===== config.mk =====
export PLATFORM = sky130hd
export DESIGN_NAME = audio_gain_path
export DESIGN_NICKNAME = d
export VERILOG_FILES = /design/src/rtl/audio_gain_path.sv
export SDC_FILE = /design/constraint.sdc
export NUM_CORES = 1
export LEC_CHECK = 0
export ABC_AREA = 1
export CAP_MARGIN = 10
export CORE_ASPECT_RATIO = 1.75
export CORE_MARGIN = 8
export CORE_UTILIZATION = 25
export CTS_CLUSTER_DIAMETER = 200
export CTS_CLUSTER_SIZE = 8
export DETAILED_ROUTE_END_ITERATION = 8
export GPL_TIMING_DRIVEN = 0
export PLACE_DENSITY_LB_ADDON = 0.2
export REMOVE_ABC_BUFFERS = 1
export SLEW_MARGIN = 10
export SYNTH_ARGS = -nofsm -noshare
export SYNTH_HDL_FRONTEND = slang
export SYNTH_SLANG_ARGS = --single-unit
export TNS_END_PERCENT = 100

===== constraint.sdc =====
create_clock -name lmmi_clk_i -period 12.5 [get_ports lmmi_clk_i]
set_input_delay 1.875 -clock lmmi_clk_i [delete_from_list [all_inputs] [get_ports lmmi_clk_i]]
set_output_delay 1.875 -clock lmmi_clk_i [all_outputs]
set_load 0.01 [all_outputs]

===== src/rtl/audio_gain_path.sv =====
// Per-channel gain stage between I2S receive and transmit codecs: capture, multiply,
// round-half-up, saturate, then buffer per channel for the transmitter to drain in order.
module audio_gain_path #(
  parameter int unsigned DATA_WIDTH = 24,
  parameter int unsigned NUM_CH     = 2,
  parameter int unsigned GAIN_WIDTH = 16,
  parameter int unsigned GAIN_FRAC  = 12,
  parameter bit          PAD_SIGN   = 1'b0,
  localparam int unsigned CH_W      = (NUM_CH > 1) ? $clog2(NUM_CH) : 1
) (
  input  logic                  lmmi_clk_i,
  input  logic                  reset_n_i,
  input  logic                  adc_valid_i,
  input  logic [31:0]           adc_data_i,
  input  logic                  sync_i,
  input  logic                  dac_request_i,
  output logic [31:0]           dac_data_o,
  input  logic                  cfg_wr_i,
  input  logic [CH_W-1:0]       cfg_ch_i,
  input  logic [GAIN_WIDTH-1:0] cfg_gain_i,
  input  logic                  cfg_mute_i,
  input  logic                  sat_clr_i,
  output logic [NUM_CH-1:0]     sat_flag_o,
  output logic                  out_valid_o
);

  localparam int unsigned PW = DATA_WIDTH + GAIN_WIDTH;
  localparam logic [CH_W-1:0] LAST_CH = CH_W'(NUM_CH - 1);
  localparam logic signed [GAIN_WIDTH-1:0] UNITY = GAIN_WIDTH'(1) << GAIN_FRAC;
  localparam logic signed [PW-1:0] ROUND_K = PW'(1) << (GAIN_FRAC - 1);
  localparam logic signed [DATA_WIDTH-1:0] SAT_MAX = {1'b0, {(DATA_WIDTH-1){1'b1}}};
  localparam logic signed [DATA_WIDTH-1:0] SAT_MIN = {1'b1, {(DATA_WIDTH-1){1'b0}}};

  function automatic logic [CH_W-1:0] next_ch(input logic [CH_W-1:0] c);
    return (c == LAST_CH) ? '0 : c + CH_W'(1);
  endfunction

  logic [CH_W-1:0]              wr_ch, rd_ch, cap_ch_c;
  logic signed [GAIN_WIDTH-1:0] gain_q [NUM_CH];
  logic [NUM_CH-1:0]            mute_q;

  logic                         v0_q, mute0_q;
  logic [CH_W-1:0]              ch0_q;
  logic signed [DATA_WIDTH-1:0] smp_q;
  logic signed [GAIN_WIDTH-1:0] gain0_q;

  logic                         v1_q, mute1_q;
  logic [CH_W-1:0]              ch1_q;
  logic signed [PW-1:0]         prod_q;

  logic signed [PW-1:0]         sum_c, shr_c;
  logic signed [DATA_WIDTH-1:0] res_c;
  logic                         clip_c;
  logic [NUM_CH-1:0]            sat_set_c;
  logic signed [DATA_WIDTH-1:0] out_buf [NUM_CH];
  logic signed [DATA_WIDTH-1:0] rd_word_c;
  logic                         unused_adc_bits;

  assign unused_adc_bits = ^adc_data_i[31:DATA_WIDTH];

  // A sync in the same cycle as a valid tags that sample as channel 0.
  assign cap_ch_c = sync_i ? '0 : wr_ch;

  // Channel counters and gain/mute configuration.
  always_ff @(posedge lmmi_clk_i or negedge reset_n_i) begin
    if (!reset_n_i) begin
      wr_ch  <= '0;
      rd_ch  <= '0;
      mute_q <= '0;
      for (int i = 0; i < int'(NUM_CH); i++) gain_q[i] <= UNITY;
    end else begin
      if (sync_i)             wr_ch <= '0;
      else if (adc_valid_i)   wr_ch <= next_ch(wr_ch);
      if (sync_i)             rd_ch <= '0;
      else if (dac_request_i) rd_ch <= next_ch(rd_ch);
      if (cfg_wr_i && (32'(cfg_ch_i) < NUM_CH)) begin
        gain_q[cfg_ch_i] <= cfg_gain_i;
        mute_q[cfg_ch_i] <= cfg_mute_i;
      end
    end
  end

  // Capture and multiply stages; gain/mute are frozen with the sample.
  always_ff @(posedge lmmi_clk_i or negedge reset_n_i) begin
    if (!reset_n_i) begin
      v0_q    <= 1'b0;
      ch0_q   <= '0;
      smp_q   <= '0;
      gain0_q <= '0;
      mute0_q <= 1'b0;
      v1_q    <= 1'b0;
      ch1_q   <= '0;
      mute1_q <= 1'b0;
      prod_q  <= '0;
    end else begin
      v0_q <= adc_valid_i;
      if (adc_valid_i) begin
        ch0_q   <= cap_ch_c;
        smp_q   <= adc_data_i[DATA_WIDTH-1:0];
        gain0_q <= gain_q[cap_ch_c];
        mute0_q <= mute_q[cap_ch_c];
      end
      v1_q <= v0_q;
      if (v0_q) begin
        ch1_q   <= ch0_q;
        mute1_q <= mute0_q;
        prod_q  <= PW'(smp_q) * PW'(gain0_q);
      end
    end
  end

  assign sum_c = prod_q + ROUND_K;
  assign shr_c = sum_c >>> GAIN_FRAC;

  // Round-half-up result clamped to the sample range; mute forces a clean zero.
  always_comb begin
    clip_c    = 1'b0;
    res_c     = shr_c[DATA_WIDTH-1:0];
    sat_set_c = '0;
    if (shr_c > PW'(SAT_MAX)) begin
      res_c  = SAT_MAX;
      clip_c = 1'b1;
    end else if (shr_c < PW'(SAT_MIN)) begin
      res_c  = SAT_MIN;
      clip_c = 1'b1;
    end
    if (mute1_q) begin
      res_c  = '0;
      clip_c = 1'b0;
    end
    if (v1_q && clip_c) sat_set_c[ch1_q] = 1'b1;
  end

  // Output buffer and sticky flags; a new clip outranks a simultaneous clear.
  always_ff @(posedge lmmi_clk_i or negedge reset_n_i) begin
    if (!reset_n_i) begin
      out_valid_o <= 1'b0;
      sat_flag_o  <= '0;
      for (int i = 0; i < int'(NUM_CH); i++) out_buf[i] <= '0;
    end else begin
      out_valid_o <= v1_q;
      if (v1_q) out_buf[ch1_q] <= res_c;
      sat_flag_o <= (sat_clr_i ? '0 : sat_flag_o) | sat_set_c;
    end
  end

  assign rd_word_c  = out_buf[rd_ch];
  assign dac_data_o = PAD_SIGN ? 32'(rd_word_c) : 32'($unsigned(rd_word_c));

endmodule


* Word-level counts from Yosys, hierarchy flattened *
Cells that the tools add are included.

storage, ports and cells
  register bits after elaboration = 173
  latch bits = 0
  memory bits (writable) = 0
  ROM bits = 0
  input port bits = 57
  output and inout bits = 35
  memories = 0

operators by class
  add/subtract/negate cells = 3
  multipliers = 1
  div/mod/pow operators = 0
  $lt $le $gt $ge = 13
  equal/unequal tests = 0
  shifts and indexed selects = 0
  mux-type cells = 34
  bitwise gates (word level) = 5
  reduce and logical (&&, ||, !) cells = 7

operator list
  kind                      number
  $mux W24                  7
  $mux W16                  4
  $bwmux W48                1
  $add A40 B13 Y40 const B  1
  $mul A24 B16 Y40          1
  $bwmux W32                1
  $gt A28 B24 Y1 const B    1
  $lt A28 B24 Y1 const B    1
  $demux W24 S1             1
  $demux W16 S1             1
  $mux W1                   14
  $ge A2 B2 Y1 const B      4
  $not A1 Y2                4
  $lt A1 B2 Y1 const B      3
  $logic_and A1 B1 Y1       5
  $lt A2 B1 Y1 const B      2
  $mux W2                   2
  $reduce_bool A2 Y1        2
  $add A1 B1 Y1 const B     2
  $bwmux W2                 1
  $demux W1 S1              2
  $ge A1 B1 Y1 const B      2
  $or A2 B2 Y2              1

* Longest topological paths before layout *
  depth after elaboration = 8
  gate-level depth with buffers = 29
  mapped depth without buffers = 27

* Worst setup path after synthesis *
Ideal clock, no wire load.

  kind = register -> register
  start point = register smp_q[23]
  end point = register prod_q[39]
  library setup time = 118 ps
  arrival = 5,659 ps
  data required time = 12,382 ps
  slack = 6,723 ps
  stages on the path, launching flop included = 23
  path buffers = 2
  cells stage by stage = dfrtp_1 > clkbuf_1 > clkbuf_1 > nand2_1 > fa_1 > inv_1 > fa_1 > fa_1 > fa_1 > fa_1 > inv_1 > fa_1 > inv_1 > ha_1 > inv_1 > nor3_1 > nand2_1 > nor2_1 > nand3_1 > nand4_1 > nand2_1 > nand3_1 > nand2_1

between the ends
  word-level cells in the longest chain between the ends = 1

RTL lines
  item                      RTL line  source
  start: declaration        44        logic signed [DATA_WIDTH-1:0] smp_q;
  start signal: assignment  99        smp_q <= adc_data_i[DATA_WIDTH-1:0];
  $mul A24 B16 Y40          107       prod_q <= PW'(smp_q) * PW'(gain0_q);
  end signal: assignment    107
  end: declaration          49        logic signed [PW-1:0] prod_q;

No other way between the ends.
A chain may end at the register's enable or synchronous reset.

* Final worst setup path *
  start point = register gain0_q[2]
  end point = register prod_q[38]

between the ends
  word-level cells in the longest chain between the ends = 1

RTL lines
  item                      RTL line  source
  start: declaration        45        logic signed [GAIN_WIDTH-1:0] gain0_q;
  start signal: assignment  100       gain0_q <= gain_q[cap_ch_c];
  $mul A24 B16 Y40          107

No other way between the ends.

==> metrics.csv <==
stage,metric,value,unit
outcome,run status,finished clean,
finish,Final #Nets,3363,
floorplanning,Row Count,145,
floorplanning,num ports,92,
clock_tree,hold-fix buffer count after cts,0,
placement,final weighted congestion in routability-driven placement,0.855,
global_routing,global route total overflow,0,
worst_setup_path,required time worst endpoint,12870,ps
synthesis,flip-flop and latch count after synthesis,162,
worst_setup_path,FF-to-FF path depth,19,
routing,Detailed Route Iter0 Violations,860,
hold_path,sink of the worst hold path,out_valid_o,
floorplanning,height of the chip,411,um
floorplanning,Starting Density,25.1,%
clock_tree,clock net sink count,162,
timing,number of max-slew violations in the final report,0,
hold_path,worst min-delay path startpoint,v1_q,
synthesis,top cell type's share of synthesized area,33.4,%
finish,combined flip-flop and latch cell area,4070,um2
floorplanning,Core ar.,88900,um2
synthesis,synthesized instance count,2875,
worst_setup_path,crit path cell chain,"nand2_1, inv_1, fa_1, fa_1, fa_1, fa_1, fa_1, inv_1, fa_1, inv_1, ha_1, inv_1, nor3_1, and3_1, o21ai_0, nand3_1, nand2_1, nand3_1, nand2_1",
timing,Max Freq,142,MHz
finish,synthesis-to-finish area growth,10.4,%
synthesis,"Seq/Total Area, Yosys",18.2,%
timing,Slew headroom,12.1,%
global_routing,pin count of the biggest net entering global routing,89,
synthesis,mean post-synth cell area,7.77,um2
synthesis,"Cell Area, Synth",22300,um2
routing,post-DR wirelength/cell,16.7,um
finish,filler cell count in the final layout,9874,
synthesis,distinct cell type count of the synthesized netlist,45,
synthesis,fraction of registers with async set/reset,100,%
worst_setup_path,launch instance of the worst register-to-register path,gain0_q[2],
floorplanning,Die Width,242,um
finish,"most common cell after layout, fill and taps aside",sky130_fd_sc_hd__nand2_1,
synthesis,total number of yosys warnings,0,
synthesis,biggest area consumer among synthesized cells,sky130_fd_sc_hd__fa_1,
worst_setup_path,top fanout value on the critical path,25,
timing,"Hold Violations, Final",0,
worst_setup_path,critical path type,reg -> reg,
finish,count of inserted antenna diode cells,0,
clock_tree,number of buffers created by CTS,17,
clock_tree,number of buffers between clock root and the deepest sink,2,
routing,via density per instance,4.27,
routing,ANT nets after route,0,
timing,Tcrit/Tclk final,56.4,%
clock_tree,root buffer cell,sky130_fd_sc_hd__clkbuf_16,
global_routing,antenna violations before repair,0,
timing,total negative setup slack,0,ps
timing,minimum period implied by the final worst setup slack,7040,ps
worst_setup_path,crit path max-delay cell type,sky130_fd_sc_hd__dfrtp_1,
synthesis,leading post-synthesis cells by cell area,"sky130_fd_sc_hd__fa_1, sky130_fd_sc_hd__dfrtp_1, sky130_fd_sc_hd__nand2_1",
run,number of max-cap violations,0,
hold_path,worst hold path depth,0,
finish,footprint of the multi-input gates,15000,um2
global_routing,first-pass GRT wire length,108,mm
clock_tree,"CTS clk-pin slew, worst paths",70,ps
worst_setup_path,type of destination of the critical path,flop,
clock_tree,clock latency on the worst-skew pair,490,ps
placement,Port Buffer Count,75,
clock_tree,post-CTS resize count,0,
clock_tree,buffer count from post-CTS setup fixing,0,
timing,unrepaired setup endpoints after global routing,no,
hold_path,Tightest Hold Check Type,reg -> reg,
finish,most frequent cells in the layout,"sky130_fd_sc_hd__nand2_1, sky130_fd_sc_hd__inv_1, sky130_fd_sc_hd__fa_1, sky130_fd_sc_hd__dfrtp_1, sky130_fd_sc_hd__nor2_1",
synthesis,most used flip-flop cell after synthesis,sky130_fd_sc_hd__dfrtp_1,
timing,post-route worst setup slack,5460,ps
routing,DR vias,17204,
timing,Setup-failing EPs final,0,
floorplanning,Die Footprint,99500,um2
routing,number of detailed-routing iterations run before antenna repair,5,
timing,final clock skew,11.5,ps
global_routing,vias in the first global route,19282,
placement,post-detail-place hpwl,52.1,mm
clock_tree,maximum level of the CTS H-tree,4,
worst_setup_path,startpoint types,flop,
timing,worst-margin pin slew,1320,ps
routing,residual DRC count,0,
clock_tree,clock tree from TritonCTS,yes,
worst_setup_path,cell repeated most along the worst path,sky130_fd_sc_hd__fa_1,
worst_setup_path,"Data arrival, critical path",7410,ps
routing,post-detailed-routing wire length,67.3,mm
worst_setup_path,worst r2r dst,prod_q[38],
placement,setup slack after placement,5440,ps
global_routing,total routing resource utilization after global routing,14.0,%
finish,share of post-route cells with drive strength above 1,4.49,%
synthesis,number of flops mapped to enable cells by yosys,0,
worst_setup_path,setup slack of the most critical reg-to-reg path,5460,ps
worst_setup_path,delay of the slowest critical-path stage,1180,ps
==> synth_stat cells, types with 16 or more instances <==
| cell | n |
|---|---|
| sky130_fd_sc_hd__a21oi_1 | 43 |
| sky130_fd_sc_hd__clkbuf_1 | 123 |
| sky130_fd_sc_hd__dfrtp_1 | 160 |
| sky130_fd_sc_hd__fa_1 | 373 |
| sky130_fd_sc_hd__ha_1 | 96 |
| sky130_fd_sc_hd__inv_1 | 703 |
| sky130_fd_sc_hd__mux2_2 | 24 |
| sky130_fd_sc_hd__nand2_1 | 883 |
| sky130_fd_sc_hd__nand2_2 | 16 |
| sky130_fd_sc_hd__nand3_1 | 52 |
| sky130_fd_sc_hd__nand3_2 | 22 |
| sky130_fd_sc_hd__nor2_1 | 121 |
| sky130_fd_sc_hd__o21ai_0 | 107 |
| sky130_fd_sc_hd__xnor2_1 | 23 |
| sky130_fd_sc_hd__xor2_1 | 21 |
==> logic make-up after synthesis <==
family,Yosys count,share of synthesized area (%)
and+or+nand+nor,1142,21.0
other,1,0.0168
xor gates and xnor gates,44,1.73
buffers and inverters,852,14.8
muxes,24,1.21
adders and majority gates,469,38.8
AOI/OAI and AO/OA,181,4.33
DFF,162,18.2
==> layout make-up <==
| cell class | instances | area share (%) |
|---|---|---|
| clock buffer | 17 | 1.73 |
| clock inverter | 15 | 0.751 |
| inverter | 710 | 10.8 |
| multi-input combinational | 1868 | 60.9 |
| sequential | 162 | 16.5 |
| tap | 1176 | 5.97 |
| timing repair buffer | 78 | 3.35 |
==> metal layers <==
| metal | track usage (%) | vias to the layer above | wire length, um |
|---|---|---|---|
| met3 | 1.73 | 98 | 1720 |
| met5 | 0 | - | 0 |
| li1 | - | 8196 | - |
| met1 | 15.3 | 8616 | 26600 |
| met4 | 5.50 | 0 | 2480 |
| met2 | 27.0 | 294 | 36500 |
==> sequential cells by signal (all words and copies together) (netlist names) <==
register / count
ch0_q: 1
ch1_q: 1
gain0_q: 16
gain_q: 32
mute0_q: 1
mute1_q: 1
mute_q: 2
out_buf: 48
out_valid_o: 1
prod_q: 29
rd_ch: 1
sat_flag_o: 2
smp_q: 24
v0_q: 1
v1_q: 1
wr_ch: 1
==> critical path, delay by kind of cell, from the launching register on <==
| family | cells | cell delay (ps) |
|---|---|---|
| and+or+nand+nor | 7 | 1180 |
| adders and majority gates | 7 | 4050 |
| buffers and inverters | 4 | 350 |
| DFF | 1 | 1180 |
| AOI/OAI and AO/OA | 1 | 140 |
==> worst max-delay path by stage <==
stage	start	to	cells after the start	slack (ps)
after global placement	reset_n_i	out_buf[40]	1	1800
after floorplan	gain0_q[4]	prod_q[39]	20	6790
final	gain0_q[2]	prod_q[38]	19	5460
after detailed placement	gain0_q[1]	prod_q[38]	19	5440
after CTS	gain0_q[1]	prod_q[38]	19	5420
after global routing	gain0_q[1]	prod_q[38]	19	5020
==> per-stage QoR <==
step	hold WS (ps)	instance area, um2	std cells	utilization, %
final	468	24600	4026	27.7
after CTS	472	24600	4026	27.7
after global placement	449	23900	3991	26.9
after global routing	489	24600	4026	27.7
after detailed placement	453	24000	3994	27.0
after floorplan	414	21700	2740	-
Power is left out: the tool's default activity adds up to more than one toggle a clock period on the data nets, which glitch-free logic cannot reach.
